$ cat src/rtl/fp_addsub_normalize_round.sv
// Post-execution stage of the single-precision FP add/sub pipeline: normalizes the raw
// mantissa sum, rounds to nearest-even and packs the result. Two stages, valid/ready on both sides.
module fp_addsub_normalize_round (
  input  logic        clk,
  input  logic        rst,
  input  logic        in_valid,
  output logic        in_ready,
  input  logic [25:0] Sum,
  input  logic        PSgn,
  input  logic        Opr,
  input  logic        G,
  input  logic        PS,
  input  logic [7:0]  Exp,
  output logic        out_valid,
  input  logic        out_ready,
  output logic [31:0] Z,
  output logic        Overflow,
  output logic        Underflow
);

  typedef struct packed {
    logic signed [9:0] e;
    logic [23:0]       m;
  } rnd_t;

  // Leading zeros of the 25-bit sum below the carry; 25 when all bits are clear.
  function automatic logic [4:0] lzc25(input logic [24:0] v);
    logic [4:0] n;
    n = 5'd25;
    for (int i = 0; i < 25; i++) begin
      if (v[i]) n = 5'(24 - i);
    end
    return n;
  endfunction

  function automatic rnd_t round_rne(input logic [23:0] m, input logic r, input logic s,
                                     input logic signed [9:0] e);
    logic [24:0] w_sum;
    rnd_t        res;
    w_sum = {1'b0, m} + {24'd0, r & (s | m[0])};
    if (w_sum[24]) begin
      res.m = 24'h800000;
      res.e = e + 10'sd1;
    end else begin
      res.m = w_sum[23:0];
      res.e = e;
    end
    return res;
  endfunction

  // Returns {Overflow, Underflow, Z}; no denormals, exponent overflow saturates to infinity.
  function automatic logic [33:0] pack_sat(input logic sgn, input logic zero, input rnd_t v);
    logic signed [9:0] e;
    logic [22:0]       frac;
    e    = v.e;
    frac = 23'(v.m);
    if (zero)              return {2'b00, 32'h0000_0000};
    if (e <= 10'sd0)       return {2'b01, sgn, 31'd0};
    if (e >= 10'sd255)     return {2'b10, sgn, 8'hFF, 23'd0};
    return {2'b00, sgn, e[7:0], frac};
  endfunction

  logic w_s1_adv;
  logic w_s2_adv;
  logic r_vld_p1;
  logic r_vld_p2;

  assign w_s2_adv  = ~r_vld_p2 | out_ready;
  assign w_s1_adv  = ~r_vld_p1 | w_s2_adv;
  assign in_ready  = w_s1_adv;
  assign out_valid = r_vld_p2;

  logic                w_g_eff;
  logic                w_s_eff;
  logic [4:0]          w_lz_p0;
  logic [25:0]         w_shl_p0;
  logic [24:0]         w_shl_mr_p0;
  logic signed [9:0]   w_exp_p0;
  logic [23:0]         w_m_p0;
  logic                w_r_p0;
  logic                w_s_p0;
  logic signed [9:0]   w_e_p0;
  logic                w_zero_p0;

  // On subtraction the execution stage added a conditional +1; XOR with PS undoes it on G.
  assign w_g_eff     = Opr ? (G ^ PS) : G;
  assign w_s_eff     = PS;
  assign w_exp_p0    = $signed({2'b00, Exp});
  assign w_lz_p0     = lzc25(Sum[24:0]);
  assign w_shl_p0    = {Sum[24:0], w_g_eff} << w_lz_p0;
  assign w_shl_mr_p0 = 25'(w_shl_p0 >> 1);
  assign w_zero_p0   = (Sum == 26'd0) & ~w_g_eff & ~w_s_eff;

  always_comb begin
    w_m_p0 = w_shl_mr_p0[24:1];
    w_r_p0 = w_shl_mr_p0[0];
    w_s_p0 = w_s_eff;
    w_e_p0 = w_exp_p0 - $signed({5'd0, w_lz_p0});
    if (Sum[25]) begin
      w_m_p0 = Sum[25:2];
      w_r_p0 = Sum[1];
      w_s_p0 = Sum[0] | w_g_eff | w_s_eff;
      w_e_p0 = w_exp_p0 + 10'sd1;
    end else if (Sum[24]) begin
      w_m_p0 = Sum[24:1];
      w_r_p0 = Sum[0];
      w_s_p0 = w_g_eff | w_s_eff;
      w_e_p0 = w_exp_p0;
    end
  end

  // Stage 1: normalized mantissa, round/sticky bits, signed exponent
  logic [23:0]       r_m_p1;
  logic              r_r_p1;
  logic              r_s_p1;
  logic signed [9:0] r_e_p1;
  logic              r_zero_p1;
  logic              r_sgn_p1;

  always_ff @(posedge clk) begin
    if (rst)           r_vld_p1 <= 1'b0;
    else if (w_s1_adv) r_vld_p1 <= in_valid;
  end

  always_ff @(posedge clk) begin
    if (w_s1_adv && in_valid) begin
      r_m_p1    <= w_m_p0;
      r_r_p1    <= w_r_p0;
      r_s_p1    <= w_s_p0;
      r_e_p1    <= w_e_p0;
      r_zero_p1 <= w_zero_p0;
      r_sgn_p1  <= PSgn;
    end
  end

  rnd_t        w_rnd_p1;
  logic [33:0] w_pack_p1;

  assign w_rnd_p1  = round_rne(r_m_p1, r_r_p1, r_s_p1, r_e_p1);
  assign w_pack_p1 = pack_sat(r_sgn_p1, r_zero_p1, w_rnd_p1);

  // Stage 2: rounded, packed result and per-word flags, held while stalled
  always_ff @(posedge clk) begin
    if (rst) begin
      r_vld_p2  <= 1'b0;
      Z         <= 32'd0;
      Overflow  <= 1'b0;
      Underflow <= 1'b0;
    end else if (w_s2_adv) begin
      r_vld_p2 <= r_vld_p1;
      if (r_vld_p1) {Overflow, Underflow, Z} <= w_pack_p1;
    end
  end

endmodule

$ cat config.mk
export PLATFORM = sky130hd
export DESIGN_NAME = fp_addsub_normalize_round
export DESIGN_NICKNAME = d
export VERILOG_FILES = /design/src/rtl/fp_addsub_normalize_round.sv
export SDC_FILE = /design/constraint.sdc
export NUM_CORES = 1
export LEC_CHECK = 0
export ABC_AREA = 1
export BUFFER_PORTS_ARGS = -buffer_cell sky130_fd_sc_hd__clkbuf_2
export CORE_MARGIN = 8
export CORE_UTILIZATION = 50
export CTS_CLUSTER_DIAMETER = 120
export DETAILED_ROUTE_END_ITERATION = 16
export HOLD_SLACK_MARGIN = 0.15
export PLACE_DENSITY = 0.7
export SYNTH_ARGS = -nofsm -noshare
export SYNTH_HDL_FRONTEND = slang
export SYNTH_SLANG_ARGS = --single-unit
$ cat constraint.sdc
create_clock -name clk -period 3.9 [get_ports clk]
set_input_delay 0.585 -clock clk [delete_from_list [all_inputs] [get_ports clk]]
set_output_delay 0.585 -clock clk [all_outputs]
set_load 0.005 [all_outputs]
# == After elaboration in Yosys (flattened, before gate mapping) ==
# Cells that the tools add are included.
# word_totals
regBits,74
latchBits,0
ram_bits,0
rom_bits,0
inputBits,42
elab_cells,84
mem_count,0
# classes
n_addsub,4
mul,0
div_mod_pow,0
magnitude_cmp,2
eq_ne,0
shifts,1
n_mux,47
bitwise_logic,14
n_reduce_logical,4
# ops
cell,count
$mux W34,7
$mux W5,23
$mux W23,2
$logic_not A26 Y1,1
$shl A26 B5 Y26,1
$add A24 B1 Y25,1
$mux W10,2
$mux W1,12
$add A10 B2 Y10 const B,1
$ge A10 B9 Y1 const B,1
$le A10 B1 Y1 const B,1
$add A8 B1 Y9 const B,1
$sub A8 B5 Y9,1
$or A1 B1 Y1,6
$mux W4,1
$not A1 Y1,4
$and A1 B1 Y1,3
$reduce_and A2 Y1,1
$reduce_or A2 Y1,1
$logic_and A1 B1 Y1,1
$xor A1 B1 Y1,1

# == Longest topological paths before layout ==
# Gate-level depths: netlist of run 1.
# logic_depth
ltp_word,28
mapped_depth,35

# == Worst setup path after synthesis of run 1 ==
# No wires, ideal clock.
# synth_path
kind,input -> register
from,in Sum[2]
to,"reg r_e_p1[6], data pin"
setup_time_ps,274
t_arrival_ps,3124
required_time_ps,3626
setup_slack_ps,503
stages,33
path_cell_list,inv_1 nand2_1 nand2_1 nand2_1 nand2_1 nand2_1 nand2_1 nand2_1 nand2_1 nand2_1 nand2_1 nand2_1 nand2_1 nand2_1 nand2_1 nand2_1 nand2_1 nand2_1 nand2_1 nand2_1 nand2_1 nand2_2 nand2_2 buf_4 ha_1 inv_1 fa_1 inv_1 o31ai_1 inv_1 nor2_1 o41ai_1 xor2_1
# synth_via
elab_chain_len,26
# synth_lines
element,line,source
start: declaration,8,"input logic [25:0] Sum,"
$mux W5 (23 in a row),31,if (v[i]) n = 5'(24 - i);
$sub A8 B5 Y9,98,"w_e_p0 = w_exp_p0 - $signed({5'd0, w_lz_p0});"
$mux W10,104,end else if (Sum[24]) begin
$mux W10,99,if (Sum[25]) begin
via w_e_p0[6],82,logic signed [9:0] w_e_p0;
end signal: assignment,130,r_e_p1 <= w_e_p0;
end: declaration,116,logic signed [9:0] r_e_p1;
# The timed path passes the listed nets, and every way through them passes these cells.
# A chain may end at the register's enable or synchronous reset.

# == Final worst setup path of run 1 ==
# layout_path
from,reg r_m_p1[0]
to,reg Z[14]
# layout_via
elab_chain_len,11
word_cells_on_any_way,16
classes_between,add/sub (1); order compare (2); mux (11); bitwise (2)
# layout_lines
element,line,source
start: declaration,113,logic [23:0] r_m_p1;
start signal: assignment,127,r_m_p1 <= w_m_p0;
$or A1 B1 Y1,40,"w_sum = {1'b0, m} + {24'd0, r & (s | m[0])};"
$and A1 B1 Y1,40,
$add A24 B1 Y25 *,40,
$mux W34 *,41,if (w_sum[24]) begin
$ge A10 B9 Y1,59,"if (e >= 10'sd255) return {2'b10, sgn, 8'hFF, 23'd0};"
$mux W1 (2 in a row),59,
$mux W1,58,"if (e <= 10'sd0) return {2'b01, sgn, 31'd0};"
$mux W34,60,"return {2'b00, sgn, e[7:0], frac};"
$mux W34 *,59,
$mux W34 *,58,
end signal: assignment,151,"if (r_vld_p1) {Overflow, Underflow, Z} <= w_pack_p1;"
end: declaration,16,"output logic [31:0] Z,"
# Every way passes the cells marked *; elsewhere a longest branch is shown, timed or not. The select of a mux whose other input is x is not followed.

==> run summary, run 1 <==
The flow ran to the end, and the final reports show no timing, DRC or antenna violations. Data on the critical path is required at its endpoint by 4.15 ns. The number of failing hold endpoints at the final stage is 0, and the total clock buffers created by CTS is 9. The per-instance average area after synthesis works out to 6.78 um2.

The logs give 0 for the sum of overflow across all layers after global routing and 0.000264 V for the worst voltage drop across the vdd grid. For this run, design rule violations remaining after detail routing come to 0. The number of port buffers works out to 77. The run gives 0.0352 as the met3 capacity usage during global routing.

The logs give 951 for the total number of nets in the final design and 0 for the number of nets still failing antenna checks after routing. For the worst slew slack as a fraction of its limit, the log shows 0.536. The cell at the root of the clock tree was sky130_fd_sc_hd__clkbuf_16. The first detailed-routing pass ran for 5 iterations. The worst setup path is launched from a flop. Dividing the detail-routed via count by the number of cells gives 5.60. From synthesis to final layout, the design area changed by 13.4%. At the end of routability-driven placement, the weighted congestion stood at 0.900.

The proportion of synthesized flip-flops having asynchronous set or reset is 0. Data arrives at the worst endpoint at 3.54 ns. Traced cell by cell, the critical path runs through o21a_1, ha_1, ha_1, nand3_2, nor3_4, nand3_2, nor2_2, inv_1, nor3_2, nand2_1, nor2_4, nand2_2, nor2_4, nand3_1, xor2_1, nand2_4, nor2_8, o2111ai_1, a21oi_1.

The maximum clock path buffer count came out at 2. The layer flagged by global routing as most heavily used is met2. Yosys mapped a number of flops with a built-in enable equal to 38. The register bit total from synthesis was 74.

Synthesis warning total: 0. The most used flip-flop cell after synthesis is sky130_fd_sc_hd__edfxtp_1. Wires add up to 15200 um.

The min-delay analysis places its worst path in the category in -> reg. The met2 track utilization from global routing came out at 0.330. CTS saw 74 sinks. The largest total area in the synthesized netlist belongs to sky130_fd_sc_hd__edfxtp_1. Cell internal power was estimated by the tool at 1.44 mW. Share of total power in the clock network: 0.340. TritonCTS built the clock tree. The run gives 0.585 as the core utilization of the finished layout.

The met1 routing resource usage after global routing was 0.265; the H-tree depth was 3. The smallest clock period supported by the final layout is computed as 3.30 ns. The floorplan step set the die height to 122 um.

The global-route total usage across every layer is 0.204. The instance count of the mapped netlist came out at 831. On the final layout, the worst hold slack is 0.431 ns.

Across the run, the number of max-cap violations was 0. The number of hold buffers added after CTS was 0. The detailed placement HPWL is 11800 um. In this design, the stage delay of the slowest critical-path cell is 0.35 ns. The actual slew at the worst max-slew pin is 0.695 ns, and the logic gate share of total power is 0.216. The peak clock frequency supported by timing came out at 0.303 GHz. After synthesis, the cell types taking the most area are sky130_fd_sc_hd__edfxtp_1, sky130_fd_sc_hd__nand2_1, sky130_fd_sc_hd__dfxtp_1.

Summed over all cells, the static leakage comes to 2.84 nW. The run gives 38 as the number of cell rows. Setup violations remaining at the end of the flow were counted as 0. Pin placement for this block handled 78 I/O pins. The number of antenna diodes in the final layout is 0. The core footprint was 10900 um2.

The number of gates resized after CTS was 0. The proportion of layout cells with a drive suffix above 1 is 0.146, and the CTS clock-pin slew for the worst setup and hold paths is 0.05 ns. Sequential-to-total area share from yosys stat: 0.330.

By startpoint and endpoint, the worst setup path is classified as reg -> reg. The clock reaches the later pin of the worst-skew pair after 0.33 ns. Setup repair after global routing left no endpoint under its margin. The number of DRC markers after the initial detailed-route iteration is 549, and the proportion of total power due to net switching is 0.292. The highest net fanout along the worst path came out at 18.

The detail-routed net length per standard cell works out to 14.5 um. The post-route clock period utilization was 0.845. The logs give 39 for the pin count of the biggest net entering global routing and 14900 um2 for the die area. The global-route wire length before repair is 25100 um. Width of the die: 122 um. The number of different library cells used by synthesis comes to 52.

The net count after synthesis is 884. Total vias in the final route: 5839. Master of the slowest instance on the critical path: sky130_fd_sc_hd__edfxtp_1.

The number of global-route vias before repair was 5342. The cell area after technology mapping was 5640 um2; the area share of the largest cell type after synthesis was 0.202. The initial antenna violation count was 0; the count of final max-slew check failures was 0. The clock arrives with 0.00684 ns of skew. The power density over the cells was 318 nW/um2; the buffer and inverter count on the worst path was 1.

The kind of cell adding the most delay to the critical path is simple AND/OR/NAND/NOR gates. The tools report the count of buffers added by post-CTS timing repair for setup as 0. STA classifies the critical path endpoint as a flop. The sequential fraction of design power was 0.444; the power dissipated by switching net loads was 594 uW. Setup total negative slack on the finished layout was measured at 0 ns.

The tools report the effective utilization at floorplan as 0.516.
[cells in the mapped netlist, types with 2 or more instances]
cell type / count
sky130_fd_sc_hd__buf_6: 3
sky130_fd_sc_hd__clkbuf_1: 27
sky130_fd_sc_hd__inv_2: 4
sky130_fd_sc_hd__edfxtp_1: 38
sky130_fd_sc_hd__nand3_1: 137
sky130_fd_sc_hd__nor3b_1: 2
sky130_fd_sc_hd__nor2_1: 50
sky130_fd_sc_hd__nand3_2: 2
sky130_fd_sc_hd__nor4_1: 5
sky130_fd_sc_hd__buf_4: 2
sky130_fd_sc_hd__xor2_2: 3
sky130_fd_sc_hd__o41ai_1: 2
sky130_fd_sc_hd__a21oi_1: 49
sky130_fd_sc_hd__nand2_1: 236
sky130_fd_sc_hd__o21ai_0: 36
sky130_fd_sc_hd__and3_1: 2
sky130_fd_sc_hd__ha_1: 10
sky130_fd_sc_hd__o31ai_1: 2
sky130_fd_sc_hd__nor2_2: 6
sky130_fd_sc_hd__buf_1: 2
sky130_fd_sc_hd__dfxtp_1: 36
sky130_fd_sc_hd__nand2_2: 3
sky130_fd_sc_hd__and2_1: 2
sky130_fd_sc_hd__o2111ai_1: 7
sky130_fd_sc_hd__xor2_1: 15
sky130_fd_sc_hd__nand3b_1: 5
sky130_fd_sc_hd__inv_1: 73
sky130_fd_sc_hd__nor3_1: 12
sky130_fd_sc_hd__o211ai_1: 6
sky130_fd_sc_hd__xnor2_1: 5
sky130_fd_sc_hd__nand4_1: 25
sky130_fd_sc_hd__clkinv_1: 2
sky130_fd_sc_hd__nor2_4: 3
[power groups by stage]
stage                     Sequential, mW  Combinational, mW  Clock [mW]
final                              0.905              0.439       0.692
after global routing               0.910              0.496       0.744
after CTS                          0.904              0.436       0.708
after detailed placement           0.919              0.434           0
after global placement             0.917              0.428           0
after floorplan                    0.913              0.310           0
[worst reg2reg max path, cell delays in order (launching register included)]
cell and delay [ns]:
sky130_fd_sc_hd__edfxtp_1 0.35, sky130_fd_sc_hd__o21a_1 0.12, sky130_fd_sc_hd__ha_1 0.16, sky130_fd_sc_hd__ha_1 0.19, sky130_fd_sc_hd__nand3_2 0.12, sky130_fd_sc_hd__nor3_4 0.16, sky130_fd_sc_hd__nand3_2 0.11, sky130_fd_sc_hd__nor2_2 0.12
sky130_fd_sc_hd__inv_1 0.08, sky130_fd_sc_hd__nor3_2 0.16, sky130_fd_sc_hd__nand2_1 0.12, sky130_fd_sc_hd__nor2_4 0.17, sky130_fd_sc_hd__nand2_2 0.10, sky130_fd_sc_hd__nor2_4 0.12, sky130_fd_sc_hd__nand3_1 0.10, sky130_fd_sc_hd__xor2_1 0.32
sky130_fd_sc_hd__nand2_4 0.16, sky130_fd_sc_hd__nor2_8 0.24, sky130_fd_sc_hd__o2111ai_1 0.19, sky130_fd_sc_hd__a21oi_1 0.15
[final timing paths]
kind / startpoint / to / slack [ns] / depth (start not counted)
hold / removal: PSgn / r_sgn_p1 / 0.43 / 1
setup reg to reg: r_m_p1[0] / Z[14] / 0.60 / 19
hold reg to reg: Underflow / Underflow / 0.46 / 2
setup / recovery: r_m_p1[0] / Z[14] / 0.60 / 19
[area by class of cell]
cell class | count | area (um2)
Inverter | 80 | 305
Sequential cell | 74 | 1860
Fill cell | 1080 | 4540
Tap cell | 140 | 175
Multi-Input combinational cell | 642 | 3310
Timing Repair Buffer | 91 | 490
Clock buffer | 11 | 233
Clock inverter | 5 | 21.3
[kinds of logic (layout without fill, tap and decap cells)]
logic type,after synthesis,after routing,synth area share
buffers and inverters,115,187,0.0830
AND/OR/NAND/NOR,497,497,0.407
adder cells (fa/ha/maj),11,11,0.0257
XOR/XNOR,23,23,0.0397
AO/OA/AOI/OAI,110,110,0.113
flip-flops,74,74,0.330
multiplexers,1,1,0.00178
[per-stage QoR]
step | cells | power (mW) | cell area, um2 | setup WS [ns]
global placement | 1027 | 1.35 | 6140 | 0.431
finish | 1043 | 2.04 | 6390 | 0.603
detailed placement | 1027 | 1.35 | 6140 | 0.377
global route | 1043 | 2.15 | 6390 | 0.263
floorplan | 831 | 1.22 | 5640 | 0.503
CTS | 1043 | 2.05 | 6390 | 0.593
[sequential cells by signal, indices dropped and copies added, names as in the netlist]
signal     count
Overflow       1
Underflow      1
Z             32
out_valid      1
r_e_p1        10
r_m_p1        24
r_r_p1         1
r_s_p1         1
r_sgn_p1       1
r_vld_p1       1
r_zero_p1      1
[placed cells by master (no fill, tap or decap), types with 3 or more instances in the layout]
master	count
sky130_fd_sc_hd__inv_1	73
sky130_fd_sc_hd__nand3_1	137
sky130_fd_sc_hd__buf_4	14
sky130_fd_sc_hd__nor2_2	6
sky130_fd_sc_hd__clkinv_1	5
sky130_fd_sc_hd__o21ai_0	36
sky130_fd_sc_hd__dfxtp_1	36
sky130_fd_sc_hd__nand4_1	25
sky130_fd_sc_hd__a21oi_1	49
sky130_fd_sc_hd__edfxtp_1	38
sky130_fd_sc_hd__nand2_2	3
sky130_fd_sc_hd__nor4_1	5
sky130_fd_sc_hd__o211ai_1	6
sky130_fd_sc_hd__nor2_4	3
sky130_fd_sc_hd__nand2_1	236
sky130_fd_sc_hd__nor2_1	50
sky130_fd_sc_hd__ha_1	10
sky130_fd_sc_hd__clkbuf_2	77
sky130_fd_sc_hd__nand3b_1	5
sky130_fd_sc_hd__xnor2_1	5
sky130_fd_sc_hd__xor2_1	15
sky130_fd_sc_hd__o2111ai_1	7
sky130_fd_sc_hd__inv_2	4
sky130_fd_sc_hd__xor2_2	3
sky130_fd_sc_hd__nor3_1	12
sky130_fd_sc_hd__clkbuf_16	9
[metal layers]
layer  up-vias  part of all wire
met2       219              0.45
met3        28             0.067
met1      2640              0.46
met4         0             0.025
met5         -                 0
li1       2952                 -
Power figures use the tool's default switching activity.
==> run 2, diff against run 1 <==
Settings changed: ABC_AREA 1 to 0, PLACE_DENSITY 0.7 to 0.72.
Clock period 3.9 ns to 2.7 ns, I/O delays scaled along.
==> run summary, run 2 <==
The CTS clock-pin slew for the worst setup and hold paths works out to 0.05 ns (about the same). The H-tree depth was 3 (unchanged). Kind of critical path: reg -> reg.

The remaining design rule violation count is 0 (unchanged). The worst slew slack as a fraction of its limit was 0.651 (+0.115); the sum of overflow across all layers after global routing was 0 (unchanged). For the total number of nets in the final design, the log shows 985 (+3.6%). The pin count of the biggest net entering global routing was 39 (unchanged). The number of maximum-capacitance violations is 0 (unchanged), and the detail-routed net length per standard cell is 19.4 um (+33%).

The tools report the count of hold buffers inserted by post-cts repair as 0 (unchanged). The post-layout instance count excluding filler cells is 1080 (+3.5%). The effective utilization at floorplan was 0.512 (-0.00318).

The minimum clock period was 3.14 ns (-0.154 ns). In the layout the commonest cells are sky130_fd_sc_hd__buf_4, sky130_fd_sc_hd__nand2_1, sky130_fd_sc_hd__clkbuf_2. After synthesis, the most frequently instantiated cells are sky130_fd_sc_hd__nand2_1, sky130_fd_sc_hd__nor2_1, sky130_fd_sc_hd__a21oi_1.

The run finished, with violations left. The logs give 0 (unchanged) for the number of nets still failing antenna checks after routing and 2 (unchanged) for the maximum clock path buffer count. By area the synthesized netlist is led by sky130_fd_sc_hd__edfxtp_1, sky130_fd_sc_hd__dfxtp_1, sky130_fd_sc_hd__mux2i_1. The proportion of synthesized flip-flops having asynchronous set or reset is 0 (unchanged). Leading area contributor after synthesis: sky130_fd_sc_hd__edfxtp_1. The register bit total from synthesis is 74 (unchanged). Among all flip-flop cells after synthesis, the most frequent one is sky130_fd_sc_hd__edfxtp_1.

The logs give 84 (+62%) for the number of distinct standard cells referenced by the synthesized netlist and 1049 (+2.1%) for the number of placed instances, taps included. For the global-route wire length before repair, the log shows 33400 um (+33%). The detailed-route vias per instance works out to 6.01 (+7.3%). The run gives 0.255 ns (-0.176 ns) as the minimum hold slack.

The clock latency of the later-clocked register in the worst-skew pair was 0.33 ns (about the same). The tools report the nature of the critical path startpoint as a flop. The tools report the number of optimization iterations in the first detailed-route pass as 5 (unchanged).

For the sequential-to-total area share from yosys stat, the log shows 0.317 (-0.0134). The total vias in the final route is 6486 (+11%). The number of synthesized flops with an enable pin is 38 (unchanged), and the instance count of the mapped netlist is 697 (-16%). The area share of the largest cell type after synthesis is 0.194 (-0.00819), and the post-route worst setup slack is -0.443 ns (-1.05 ns). The run gives 8450 um2 (+32%) as the post-route standard cell area excluding fillers. In this run the worst hold path is classified as in -> reg. Setup repair after global routing could not meet its margin everywhere.

For the core footprint, the log shows 11500 um2 (+4.9%). The count of inserted antenna diode cells was 0 (unchanged). The commonest non-fill, non-tap cell in the layout was sky130_fd_sc_hd__buf_4. The reported leakage power was 3.63 nW (+28%); the count of endpoints failing setup in the final report was 33 (+33). The post-route clock period utilization works out to 1.16 (+0.319). The register with the most flip-flops is Z. The critical path required time came out at 2.96 ns (-1.19 ns). The number of flip-flops under the largest register name was 32 (unchanged). The actual slew at the worst max-slew pin was 0.522 ns (-0.173 ns); the worst voltage drop across the vdd grid was 0.000640 V (+140%). The highest net fanout along the worst path was 5 (-13); the number of global-route vias before repair was 6324 (+18%).

The checks that failed: setup timing. The initial antenna violation count came out at 0 (unchanged). The tools report the detailed placement HPWL as 16200 um (+38%). The critical path arrival is 3.40 ns (-0.14 ns), and the width of the die is 124 um (+1.8%). The per-instance average area after synthesis works out to 8.43 um2 (+24%).

Cell at the root of the clock tree: sky130_fd_sc_hd__clkbuf_16. From synthesis to final layout, the design area changed by 43.8%. The peak clock frequency supported by timing was 0.318 GHz (+4.9%); the number of clock sinks seen by CTS was 74 (unchanged).

Global-route total usage across every layer: 0.260 (+0.0556). For the die area, the log shows 15500 um2 (+3.7%). Number of port buffers: 77 (unchanged). STA classifies the critical path endpoint as a flop. Die boundary height: 124 um (+1.8%). The number of failing hold endpoints at the final stage is 0 (unchanged).

The tools report the net count after synthesis as 750 (-15%). In the final layout, the registers with the most flip-flops are Z x32, r_m_p1 x24, r_e_p1 x10. Placer's final routability congestion estimate: 0.983 (+9.3%). Yosys instantiated no cell more often than sky130_fd_sc_hd__nand2_1. The proportion of layout cells with a drive suffix above 1 is 0.432 (+0.286). The count of boundary I/O pins was 78 (unchanged); the placed cell area was 7660 um2 (+25%). Synthesis warning total: 0 (unchanged). For the count of final max-slew check failures, the log shows 0 (unchanged). Total clock buffers created by CTS: 9 (unchanged). The post-placement worst setup slack was -0.744 ns (-1.12 ns). The number of cell rows came out at 39 (+2.6%). The power density over the cells is 407 nW/um2 (+28%). The worst clock skew on the final layout is 0.00378 ns (-0.00306 ns), and the cell area after technology mapping is 5880 um2 (+4.2%). TritonCTS built the clock tree. The number of DRC markers after the initial detailed-route iteration is 482 (-12%). The overall routed net length was 21000 um (+38%).
==> run 2: cell count changes in the layout (fill, tap and decap cells not counted), sizes merged, moves of 9 or more <==
| cell | delta |
|---|---|
| buf | +180 |
| nand2 | -164 |
| nand3 | -117 |
| inv | -50 |
| mux2i | +35 |
| o21ai | +19 |
| and3 | +13 |
| mux2 | +13 |
| nand4 | -13 |
| xnor2 | +13 |
| a221oi | +9 |
| a31oi | +9 |
==> run 2: final cells by class <==
| type | count | area, um2 |
|---|---|---|
| inverters | 30 | 128 |
| clock buffers | 12 | 236 |
| well taps | 143 | 179 |
| clock inverters | 4 | 42.5 |
| multi-input cells | 548 | 4140 |
| fillers | 815 | 3020 |
| repair buffers | 269 | 1870 |
| flip-flops and latches | 74 | 1860 |
==> run 2: path summary, 6_finish.rpt <==
check,slack [ns],start,end,cells after the start
worst min-delay path,0.26,PSgn,r_sgn_p1,1
worst max-delay path,-0.44,r_m_p1[0],Z[9],12
worst max register to register,-0.44,r_m_p1[0],Z[9],12
worst min register to register,0.45,Z[6],Z[6],2
==> run 2: cells by family (layout without fill, tap and decap cells) <==
family	Yosys count	count (layout)	synth area share
flops	74	74	0.317
xor+xnor	40	40	0.0609
fa+ha+maj	11	11	0.0247
compound gates	203	203	0.239
simple gates	242	245	0.213
mux	49	49	0.0862
buf+inv	78	315	0.0596
==> run 2: power by group <==
group	total (mW)	internal, mW	switching, mW
sequential	1.29	1.25	0.0382
combinational	1.03	0.475	0.556
clock	1.12	0.707	0.411
==> run 2: critical path, stage by stage, from the launching register on <==
cell and delay [ns]:
sky130_fd_sc_hd__edfxtp_1 0.36, sky130_fd_sc_hd__o21a_1 0.14, sky130_fd_sc_hd__ha_2 0.20, sky130_fd_sc_hd__ha_4 0.14
sky130_fd_sc_hd__and3_4 0.20, sky130_fd_sc_hd__nand4_4 0.13, sky130_fd_sc_hd__nor2_4 0.15, sky130_fd_sc_hd__nand4_4 0.11
sky130_fd_sc_hd__xnor2_2 0.16, sky130_fd_sc_hd__or4_4 0.43, sky130_fd_sc_hd__or4_4 0.58, sky130_fd_sc_hd__or2_4 0.32
sky130_fd_sc_hd__o21ai_2 0.13
==> run 2: stage by stage <==
stage / setup TNS (ns) / utilization / power, mW
2_1_floorplan: -12.08 / - / 1.83
3_3_place_gp: -21.35 / 0.668 / 2.22
3_5_place_dp: -24.25 / 0.668 / 2.25
4_1_cts: -9.70 / 0.707 / 3.38
5_1_grt: -15.06 / 0.737 / 3.58
6_report: -10.36 / 0.737 / 3.44
==> run 2: per-layer routing <==
metal	GRT usage	wire [um]	vias to the layer above
li1	-	-	3059
met2	0.442	10300	305
met5	0	0	-
met3	0.0494	1420	57
met4	0.125	761	0
met1	0.308	8450	3065
==> run 2: what timing repair did <==
item                       4_1_cts  5_1_grt
resized for setup               25       64
setup buffers                   10        5
pin swaps                       29       19
cloned                           3        0
setup endpoints to repair       56       63
